<file path="config.mk">
export PLATFORM = sky130hd
export DESIGN_NAME = fifo_rd_streamer
export DESIGN_NICKNAME = d
export VERILOG_FILES = /design/src/rtl/fifo_common_pkg.sv /design/src/rtl/fifo_skid_buf.sv /design/src/rtl/fifo_rd_streamer.sv
export SDC_FILE = /design/constraint.sdc
export NUM_CORES = 1
export LEC_CHECK = 0
export ABC_AREA = 1
export BUFFER_PORTS_ARGS = -buffer_cell sky130_fd_sc_hd__buf_2
export CAP_MARGIN = 20
export CORE_ASPECT_RATIO = 1.1
export CORE_MARGIN = 10
export CORE_UTILIZATION = 40
export CTS_BUF_LIST = sky130_fd_sc_hd__clkbuf_4
export DETAILED_ROUTE_END_ITERATION = 8
export GPL_ROUTABILITY_DRIVEN = 1
export PLACE_DENSITY = 0.63
export SLEW_MARGIN = 25
export SYNTH_ARGS = -nofsm -noshare
export SYNTH_HDL_FRONTEND = slang
export SYNTH_HIERARCHICAL = 1
export SYNTH_SLANG_ARGS = --single-unit
</file>
<file path="constraint.sdc">
create_clock -name rd_clk -period 3 [get_ports rd_clk]
set_input_delay 0.6 -clock rd_clk [delete_from_list [all_inputs] [get_ports rd_clk]]
set_output_delay 0.6 -clock rd_clk [all_outputs]
set_load 0.005 [all_outputs]
</file>
<file path="src/rtl/fifo_common_pkg.sv">
// Shared defaults and types for the FIFO read-side streamer and its benches.
package fifo_common;

    localparam int unsigned DWIDTH_DEF     = 8;
    localparam int unsigned BURST_LEN_DEF  = 4;
    localparam int unsigned SKID_DEPTH_DEF = 2;
    localparam int unsigned WCNT_W         = 16;

    // Output word counter, wraps 65535 -> 0.
    typedef logic [WCNT_W-1:0] word_cnt_t;

    // Scoreboard match/mismatch counters used by benches around this block.
    typedef int unsigned sb_cnt_t;

    // Bits needed to encode values 0..n-1, never less than one bit.
    function automatic int unsigned cnt_w(input int unsigned n);
        return (n > 1) ? $clog2(n) : 1;
    endfunction

endpackage

</file>
<file path="src/rtl/fifo_skid_buf.sv">
// Small same-clock in-order buffer that absorbs the FIFO read latency.
module fifo_skid_buf
    import fifo_common::*;
#(
    parameter  int unsigned DWIDTH = DWIDTH_DEF,
    parameter  int unsigned DEPTH  = SKID_DEPTH_DEF,
    localparam int unsigned PTR_W  = cnt_w(DEPTH),
    localparam int unsigned OCC_W  = cnt_w(DEPTH + 1)
) (
    input  logic              i_clk,
    input  logic              i_res,
    input  logic              i_push,
    input  logic [DWIDTH-1:0] i_data,
    input  logic              i_pop,
    output logic [DWIDTH-1:0] o_head_c,
    output logic [OCC_W-1:0]  o_occ
);

    logic [DWIDTH-1:0] r_mem [DEPTH];
    logic [PTR_W-1:0]  r_wr_ptr;
    logic [PTR_W-1:0]  r_rd_ptr;
    logic [OCC_W-1:0]  r_occ;
    logic              w_do_pop;

    // Pointer advance with explicit wrap so non-power-of-two depths work.
    function automatic logic [PTR_W-1:0] ptr_inc(input logic [PTR_W-1:0] p);
        return (p == PTR_W'(DEPTH - 1)) ? '0 : p + PTR_W'(1);
    endfunction

    assign w_do_pop = i_pop && (r_occ != '0);
    assign o_head_c = r_mem[r_rd_ptr];
    assign o_occ    = r_occ;

    // Storage write; contents are don't-care until occupancy covers them.
    always_ff @(posedge i_clk) begin
        if (i_push) begin
            r_mem[r_wr_ptr] <= i_data;
        end
    end

    // Pointer and occupancy tracking; simultaneous push and pop keeps occupancy.
    always_ff @(posedge i_clk) begin
        if (i_res) begin
            r_wr_ptr <= '0;
            r_rd_ptr <= '0;
            r_occ    <= '0;
        end else begin
            if (i_push) begin
                r_wr_ptr <= ptr_inc(r_wr_ptr);
            end
            if (w_do_pop) begin
                r_rd_ptr <= ptr_inc(r_rd_ptr);
            end
            if (i_push && !w_do_pop) begin
                r_occ <= r_occ + OCC_W'(1);
            end else if (!i_push && w_do_pop) begin
                r_occ <= r_occ - OCC_W'(1);
            end
        end
    end

    // A push into a full buffer without a matching pop would drop a word.
    always_ff @(posedge i_clk) begin
        if (!i_res && i_push && !w_do_pop) begin
            assert (r_occ < OCC_W'(DEPTH));
        end
    end

endmodule

</file>
<file path="src/rtl/fifo_rd_streamer.sv">
// Drains the FIFO read port into a framed valid/ready stream with error and word tracking.
module fifo_rd_streamer
    import fifo_common::*;
#(
    parameter int unsigned DWIDTH     = DWIDTH_DEF,
    parameter int unsigned BURST_LEN  = BURST_LEN_DEF,
    parameter int unsigned SKID_DEPTH = SKID_DEPTH_DEF
) (
    input  logic              rd_clk,
    input  logic              res,
    input  logic              empty,
    input  logic              underflow,
    input  logic [DWIDTH-1:0] rdata,
    output logic              rd_en,
    output logic              m_valid,
    output logic [DWIDTH-1:0] m_data,
    output logic              m_last,
    input  logic              m_ready,
    output logic              err_underflow,
    output word_cnt_t         words_out
);

    localparam int unsigned OCC_W  = cnt_w(SKID_DEPTH + 1);
    localparam int unsigned CRD_W  = OCC_W + 1;
    localparam int unsigned BEAT_W = cnt_w(BURST_LEN);

    logic [OCC_W-1:0]  w_occ;
    logic [DWIDTH-1:0] w_head;
    logic [CRD_W-1:0]  w_credit;
    logic              w_pop;
    logic              w_push;
    logic              r_inflight;
    logic [BEAT_W-1:0] r_beat;
    logic              r_err;
    word_cnt_t         r_words;

    assign w_pop  = m_valid && m_ready;
    assign w_push = r_inflight && !underflow;

    // Words the buffer will hold next cycle if nothing new is requested.
    assign w_credit = CRD_W'(w_occ) + CRD_W'(r_inflight) - CRD_W'(w_pop);
    assign rd_en    = !res && !empty && (w_credit < CRD_W'(SKID_DEPTH));

    assign m_valid       = (w_occ != '0);
    assign m_data        = w_head;
    assign m_last        = m_valid && (r_beat == BEAT_W'(BURST_LEN - 1));
    assign err_underflow = r_err;
    assign words_out     = r_words;

    fifo_skid_buf #(
        .DWIDTH (DWIDTH),
        .DEPTH  (SKID_DEPTH)
    ) u_skid (
        .i_clk    (rd_clk),
        .i_res    (res),
        .i_push   (w_push),
        .i_data   (rdata),
        .i_pop    (w_pop),
        .o_head_c (w_head),
        .o_occ    (w_occ)
    );

    // Marks the cycle in which the FIFO presents the requested word.
    always_ff @(posedge rd_clk) begin
        if (res) begin
            r_inflight <= 1'b0;
        end else begin
            r_inflight <= rd_en;
        end
    end

    // Burst position advances only on accepted words.
    always_ff @(posedge rd_clk) begin
        if (res) begin
            r_beat <= '0;
        end else if (w_pop) begin
            if (r_beat == BEAT_W'(BURST_LEN - 1)) begin
                r_beat <= '0;
            end else begin
                r_beat <= r_beat + BEAT_W'(1);
            end
        end
    end

    // Sticky underflow flag and accepted-word counter.
    always_ff @(posedge rd_clk) begin
        if (res) begin
            r_err   <= 1'b0;
            r_words <= '0;
        end else begin
            if (underflow) begin
                r_err <= 1'b1;
            end
            if (w_pop) begin
                r_words <= r_words + WCNT_W'(1);
            end
        end
    end

    // Credit invariant: buffered plus in-flight words never exceed the buffer.
    always_ff @(posedge rd_clk) begin
        if (!res) begin
            assert ((CRD_W'(w_occ) + CRD_W'(r_inflight)) <= CRD_W'(SKID_DEPTH));
        end
    end

endmodule

</file>
==> impl_results.md, run 1 <==
- Synth area leader: dfxtp_1
- Leak Pwr: a little under 1 nW
- Reg-to-reg critical path startpoint: u_skid/o_occ[0]$_SDFFE_PP0P_
- Setup TNS: 0 ns
- Vias in the first global route: 1439
- WP data required: 2.40 ns
- Async set-reset flop share out of synthesis: 0
- Root Driver: clkbuf_4
- Syn-to-layout area delta: 19.77%
- Total Power: ~1.2 mW
- CTS max path bufs: 2
- Top cells by count, synth: nor2_1, nand2_1, inv_1
- H-tree Lvls: 2
- Cell with the most instances after synthesis: nor2_1
- GRT Util Overall: 0.09666
- Die area: 0.007762 sq mm
- Antenna-violating nets left: 0
- Sequential-to-total area share from yosys stat: 0.5290
- Fin crit period: around 2.8 ns
- Reg-to-reg setup timing slack: roughly 1.2 ns
- Core Area: between 0.004 and 0.005 sq mm
- Die height: 91.41 microns
- Reg clk slew, reported paths: 0.12 ns
- Synth Warn #: 6
- Synth Cell Area: about 0.0019 sq mm
- Worst Path Arrival: around 2.2 ns
- CTS tree: built
- Status: completed
- Final setup viols: 0
- # DRC: 0
- Final worst slack: ~0.23 ns
- FF-to-FF path depth: 8
- Congestion Overflow GR: 0
- Post-DP HPWL: 2696 microns
- Buffers added on ports: 40
- Cells after synthesis: 201
- Hold path cells: 2
- Die width: ~85 microns
- Share of post-route cells with drive strength above 1: 0.2903
- Yosys top cell area share: 0.2699
- Final hold vios: 0
- Clock Sinks: slightly above 40
- Worst slack, placed: a little under 0.3 ns
- Routed WL per cell: ~12 microns
- Power density cells: approximately 530 mW/mm^2
- RSZ-0062 raised after global routing: false
- Post-synthesis net count: roughly 220
- Total wire length: between 3000 and 4000 microns
- Cell Chain, Critical Path: nor2_4 > nor2_8 > ha_1 > inv_1 > nand2_1 > fa_1 > nand2_1 > nor3_1 > buf_2
- TritonCTS Buffers: 5
- Post-synth EDFFs: 16
- # hold bufs at CTS: 0
- Largest net degree at the start of global routing: 16
- Max FO, Critical Path: 7
- First-pass GRT wire length: roughly 6400 microns
- Max incr delay on CP: 0.48 ns
- Via count: ~1.4k
- Postcts setup bufs: 0
- Most Frequent Cell on Critical Path: nand2_1
- # IOs: between 40 and 50
- Setup crit end kind: output pin
- Worst-Margin Slew: 0.6976 ns
- Drt pass-1 iters: 4
- Fin crit share: 0.9224
- Initial antenna violation count: 0
- Hold Crit Start: empty
- Setup Skew: 0.01248 ns
- IR Drop Worst-Case VDD: between 200 and 300 uV
- Critical R2R Capture: r_inflight$_SDFF_PP0_
- Iter 0 DRT Violations: 18
- Diode count: 0
- Core Util, Final: 0.5071
- Post-DR vias/cell: 4.646
- Hold path endpoint: r_inflight$_SDFF_PP0_
- Type of the worst setup path: reg2out
- Synth top area cells: dfxtp_1, edfxtp_1, nor2_1
- Max Clk Rate: 361.4 MHz
- Synth Flop Type: dfxtp_1
- Skew-Pair Late Insertion Delay: about 0.35 ns
- Max-cap viol count: 0
- Cell variety after synth: 28
- Critical-path top delay cell: fa_1
- Fin nets: between 200 and 300
- Rel. slew slack: 0.5332
- GPL Wtd Cong: ~0.78
- Initial Util: 0.4234
- Worst hold-check path type: in2reg
- Fillers: 424
- Seq cells post-synth: 41
- Slew Viols, Final: 0
- Syn Area/Cell: 9.225 sq um
- Startpoint Class: flip-flop
- FP Rows: 25
- Post-cts resize count: 0
## worst max-delay path: cells and delay by family (launching register included)
kind	cells	cell delay [ns]
adder cells (fa/ha/maj)	2	0.76
AND/OR/NAND/NOR	5	0.49
flip-flops	1	0.38
buffers and inverters	2	0.19
## sequential cells by signal (all words and copies together) (netlist names), named ones only
| name | flops |
|---|---|
| err_underflow | 1 |
| r_beat | 2 |
| r_inflight | 1 |
| u_skid/o_occ | 2 |
| u_skid/r_mem | 16 |
| u_skid/r_rd_ptr | 1 |
| u_skid/r_wr_ptr | 1 |
| words_out | 16 |
## how the worst max path moves through the flow
stage / slack (ns) / endpoint / cells past startpoint / startpoint
after floorplan: 0.37 / rd_en / 9 / m_ready
after global placement: 0.31 / rd_en / 10 / m_ready
after detailed placement: 0.29 / rd_en / 10 / m_ready
after CTS: 0.14 / rd_en / 9 / u_skid/o_occ[0]$_SDFFE_PP0P_
after global routing: 0.005 / rd_en / 9 / u_skid/o_occ[0]$_SDFFE_PP0P_
final: 0.23 / rd_en / 9 / u_skid/o_occ[0]$_SDFFE_PP0P_
## cell usage in the layout (no fill, tap or decap), drive strengths merged, types with 8 or more instances in the layout
| cell type | n |
|---|---|
| a21oi | 11 |
| buf | 42 |
| dfxtp | 25 |
| edfxtp | 16 |
| inv | 27 |
| mux2 | 8 |
| nand2 | 33 |
| nand3 | 12 |
| nor2 | 37 |
| o21ai | 10 |
## cell families (layout without fill, tap and decap cells)
| group | after synthesis | count (layout) | synth area share |
|---|---|---|---|
| flops | 41 | 41 | 0.5290 |
| compound gates | 24 | 24 | 0.07220 |
| simple gates | 90 | 90 | 0.2321 |
| buf+inv | 30 | 77 | 0.06612 |
| xor+xnor | 3 | 3 | 0.01417 |
| fa+ha+maj | 5 | 5 | 0.03779 |
| mux | 8 | 8 | 0.04858 |
## through the flow
step | hold slack, ns | std cells | cell area, sq um
after CTS | 0.4018 | 302 | 2218
after global placement | 0.4637 | 294 | 2116
after floorplan | 0.4610 | 201 | 1854
final | 0.4205 | 302 | 2221
after global routing | 0.4110 | 302 | 2221
after detailed placement | 0.4784 | 294 | 2116
## area by class of cell
| type | count | area, sq um | area share |
|---|---|---|---|
| Sequential cell | 41 | 983.4 | 0.4428 |
| Multi-Input combinational cell | 130 | 750.7 | 0.3380 |
| Timing Repair Buffer | 42 | 215.2 | 0.09690 |
| Inverter | 27 | 101.3 | 0.04563 |
| Tap cell | 54 | 67.56 | 0.03042 |
| Clock inverter | 3 | 65.06 | 0.02930 |
| Clock buffer | 5 | 37.54 | 0.01690 |
## report_power, final
part	total (mW)	switching, mW	leakage [nW]	internal, mW
clock network	0.433	0.175	0.0552	0.258
logic	0.128	0.0711	0.561	0.0568
registers	0.622	0.0186	0.348	0.603
## metal layers
metal	track usage	vias to the layer above	share of wire
met5	0	-	0
met4	0.03159	0	0.014
met3	0.04468	5	0.070
met2	0.1530	33	0.44
met1	0.1127	626	0.48
li1	-	739	-
(Power assumes the default switching activity.)
==> run 2: changes to the inputs <==
==> constraint.sdc (replaced) <==
create_clock -name rd_clk -period 3.25 [get_ports rd_clk]
set_input_delay 0.65 -clock rd_clk [delete_from_list [all_inputs] [get_ports rd_clk]]
set_output_delay 0.65 -clock rd_clk [all_outputs]
set_load 0.005 [all_outputs]
==> run 2 against run 1 <==
Against the previous run:
- clock skew grew 0.00071 ns
- via count grew 0.29%
- flip-flop and latch count is the same
- design area shrank 1.7%
- cell count shrank 0.66%
- non-clock buffer count shrank 2
- critical endpoint unchanged
- critical path depth is the same
- die area is the same
- power shrank 14%
- first-iteration DRC count grew 140%
- highest routed layer unchanged
==> impl_results.md, run 2 (synthesized netlist as in run 1, its figures left out) <==
- Status: completed
- Iter 0 DRT Violations: 43 (+25)
- Max Clk Rate: ~340 MHz
- Worst hold-check path type: in2reg
- Switching share of power: 0.2440 (+0.01995)
- Worst-Margin Slew: 0.6692 ns (-0.02837 ns)
- Total wire length: 3664 microns (+4.0%)
- Leak Pwr: 0.9375 nW (-2.7%)
- Setup Skew: 0.01319 ns (+0.0007088 ns)
- First-pass GRT wire length: 6272 microns (-1.3%)
- Sequential power share: 0.567 (+0.041)
- CTS max path bufs: 2 (unchanged)
- Sw power: 247.4 uW (-6.7%)
- Setup crit end kind: output pin
- Fin nets: 263 (-0.75%)
- Routed WL per cell: 12.21 microns (+4.7%)
- Setup TNS: 0 ns (unchanged)
- Clock Sinks: 41 (unchanged)
- Buffers added on ports: 40 (unchanged)
- Post-DR vias/cell: 4.690 (+0.95%)
- GRT met2 Usage: 0.1568 (+0.003778)
- Final setup viols: 0 (unchanged)
- RSZ-0062 raised after global routing: false
- Fin crit share: 0.9071
- Commonest non-fill, non-tap cell in the layout: buf_2
- Gr busiest metal: met2
- Initial antenna violation count: 0 (unchanged)
- GPL Wtd Cong: 0.8187 (+5.6%)
- Vias in the first global route: 1408 (-2.2%)
- Fin crit period: between 2 and 3 ns
- Slew Viols, Final: 0 (unchanged)
- Skew-Pair Late Insertion Delay: 0.35 ns (about the same)
- Syn-to-layout area delta: 17.68%
- Reg clk slew, reported paths: 0.12 ns (about the same)
- Drt pass-1 iters: 4 (unchanged)
- H-tree Lvls: 2 (unchanged)
- Congestion Overflow GR: 0 (unchanged)
- Worst Path Arrival: 2.30 ns (+0.13 ns)
- Max FO, Critical Path: 16 (+9)
- TritonCTS Buffers: 5 (unchanged)
- Largest net degree at the start of global routing: 17 (+1)
- Placed Cells: 292 (-0.68%)
- Post-route insts no fill: 300 (-0.66%)
- Met1 Track Usage GR: 0.1109 (-0.001848)
- Share of post-route cells with drive strength above 1: 0.2805 (-0.009835)
- FF-to-FF path depth: 8 (unchanged)
- Rel. slew slack: 0.5522 (+0.01899)
- Die width: 84.92 microns (unchanged)
- Initial Util: 0.4234 (unchanged)
- IR Drop Worst-Case VDD: 215.8 uV (-27%)
- Post-DP HPWL: 2741 microns (+1.7%)
- Clock power share: 0.318 (-0.048)
- FP Rows: 25 (unchanged)
- Die height: 91.41 microns (unchanged)
- GRT Util Overall: 0.09673 (about the same)
- Via count: 1407 (+0.29%)
- Type of the worst setup path: reg2out
- Fillers: 430 (+1.4%)
- Die area: 0.007762 sq mm (unchanged)
- Max-cap viol count: 0 (unchanged)
- Final hold vios: 0 (unchanged)
- Root Driver: clkbuf_4
- WP data required: 2.60 ns (+0.20 ns)
- Postcts setup bufs: 0 (unchanged)
- Hold path cells: 2 (unchanged)
- P_int: 766.3 uW (-17%)
- Core Area: 0.004379 sq mm (unchanged)
- GR Layer Usage met3: 0.03843 (-0.006256)
- Startpoint Class: flip-flop
- Core Util, Final: 0.4983 (-0.008857)
- Most frequent cells in the layout: buf_2, nor2_1, nand2_1
- Power density cells: 464.5 mW/mm^2 (-13%)
- Diode count: 0 (unchanged)
- Antenna-violating nets left: 0 (unchanged)
- CTS tree: built
- # DRC: 0 (unchanged)
- Gate power share: 0.115 (+0.007)
- # IOs: 41 (unchanged)
- Total Power: 1.014 mW (-14%)
[run 2: cell count changes in the layout (fill, tap and decap cells not counted), sizes merged]
cell / previous run / this run
clkinvlp: 0 / 1
buf: 42 / 40
bufinv: 2 / 1
[run 2: power by group through the flow]
stage,clock [mW],sequential (mW),combinational (mW)
4_1_cts,0.342,0.574,0.119
2_1_floorplan,0,0.582,0.0832
5_1_grt,0.361,0.578,0.137
3_5_place_dp,0,0.586,0.119
6_report,0.322,0.575,0.117
3_3_place_gp,0,0.585,0.115
[run 2: path summary, 6_finish.rpt]
path                                                   start                          to  slack [ns]
worst min register to register    err_underflow$_SDFFE_PP0P_  err_underflow$_SDFFE_PP0P_        0.50
worst min-delay path                                   empty       r_inflight$_SDFF_PP0_        0.47
worst max-delay path            u_skid/o_occ[0]$_SDFFE_PP0P_                       rd_en        0.30
worst max register to register  u_skid/o_occ[0]$_SDFFE_PP0P_       r_inflight$_SDFF_PP0_        1.36
[run 2: layer usage]
| metal | wire length [microns] | part of all wire |
|---|---|---|
| met5 | 0 | 0 |
| met4 | 42 | 0.011 |
| met3 | 199 | 0.054 |
| met2 | 1694 | 0.46 |
| met1 | 1727 | 0.47 |
[run 2: worst max-delay path: stages, from the launching register on]
cell,delay [ns]
dfxtp_2,0.44
nor2_4,0.08
nor2_8,0.20
ha_1,0.27
inv_1,0.05
nand2_1,0.06
fa_1,0.48
nand2_1,0.06
nor3_1,0.17
buf_2,0.13
[run 2: what timing repair did]
item	CTS	global route
endpoints found under the hold margin	0	0
hold buffers	0	0
gates resized for setup	0	2
setup endpoints to repair	0	1
[run 2: area by class of cell]
type,instances,area (sq um),share of cell area
clock buffers,5,37.54,0.01720
clock inverters,3,41.29,0.01892
inverters,27,101.3,0.04644
multi-input cells,130,750.7,0.3440
flip-flops and latches,41,983.4,0.4507
well taps,54,67.56,0.03096
repair buffers,40,200.2,0.09174
[run 2: through the flow]
| stage | hold WS [ns] | area (sq um) | setup slack, ns |
|---|---|---|---|
| after floorplan | 0.4610 | 1854 | 0.5200 |
| after global placement | 0.4835 | 2101 | 0.3347 |
| after detailed placement | 0.4754 | 2101 | 0.2970 |
| after CTS | 0.4470 | 2180 | 0.1436 |
| after global routing | 0.4360 | 2182 | 0.05568 |
| final | 0.4652 | 2182 | 0.3018 |
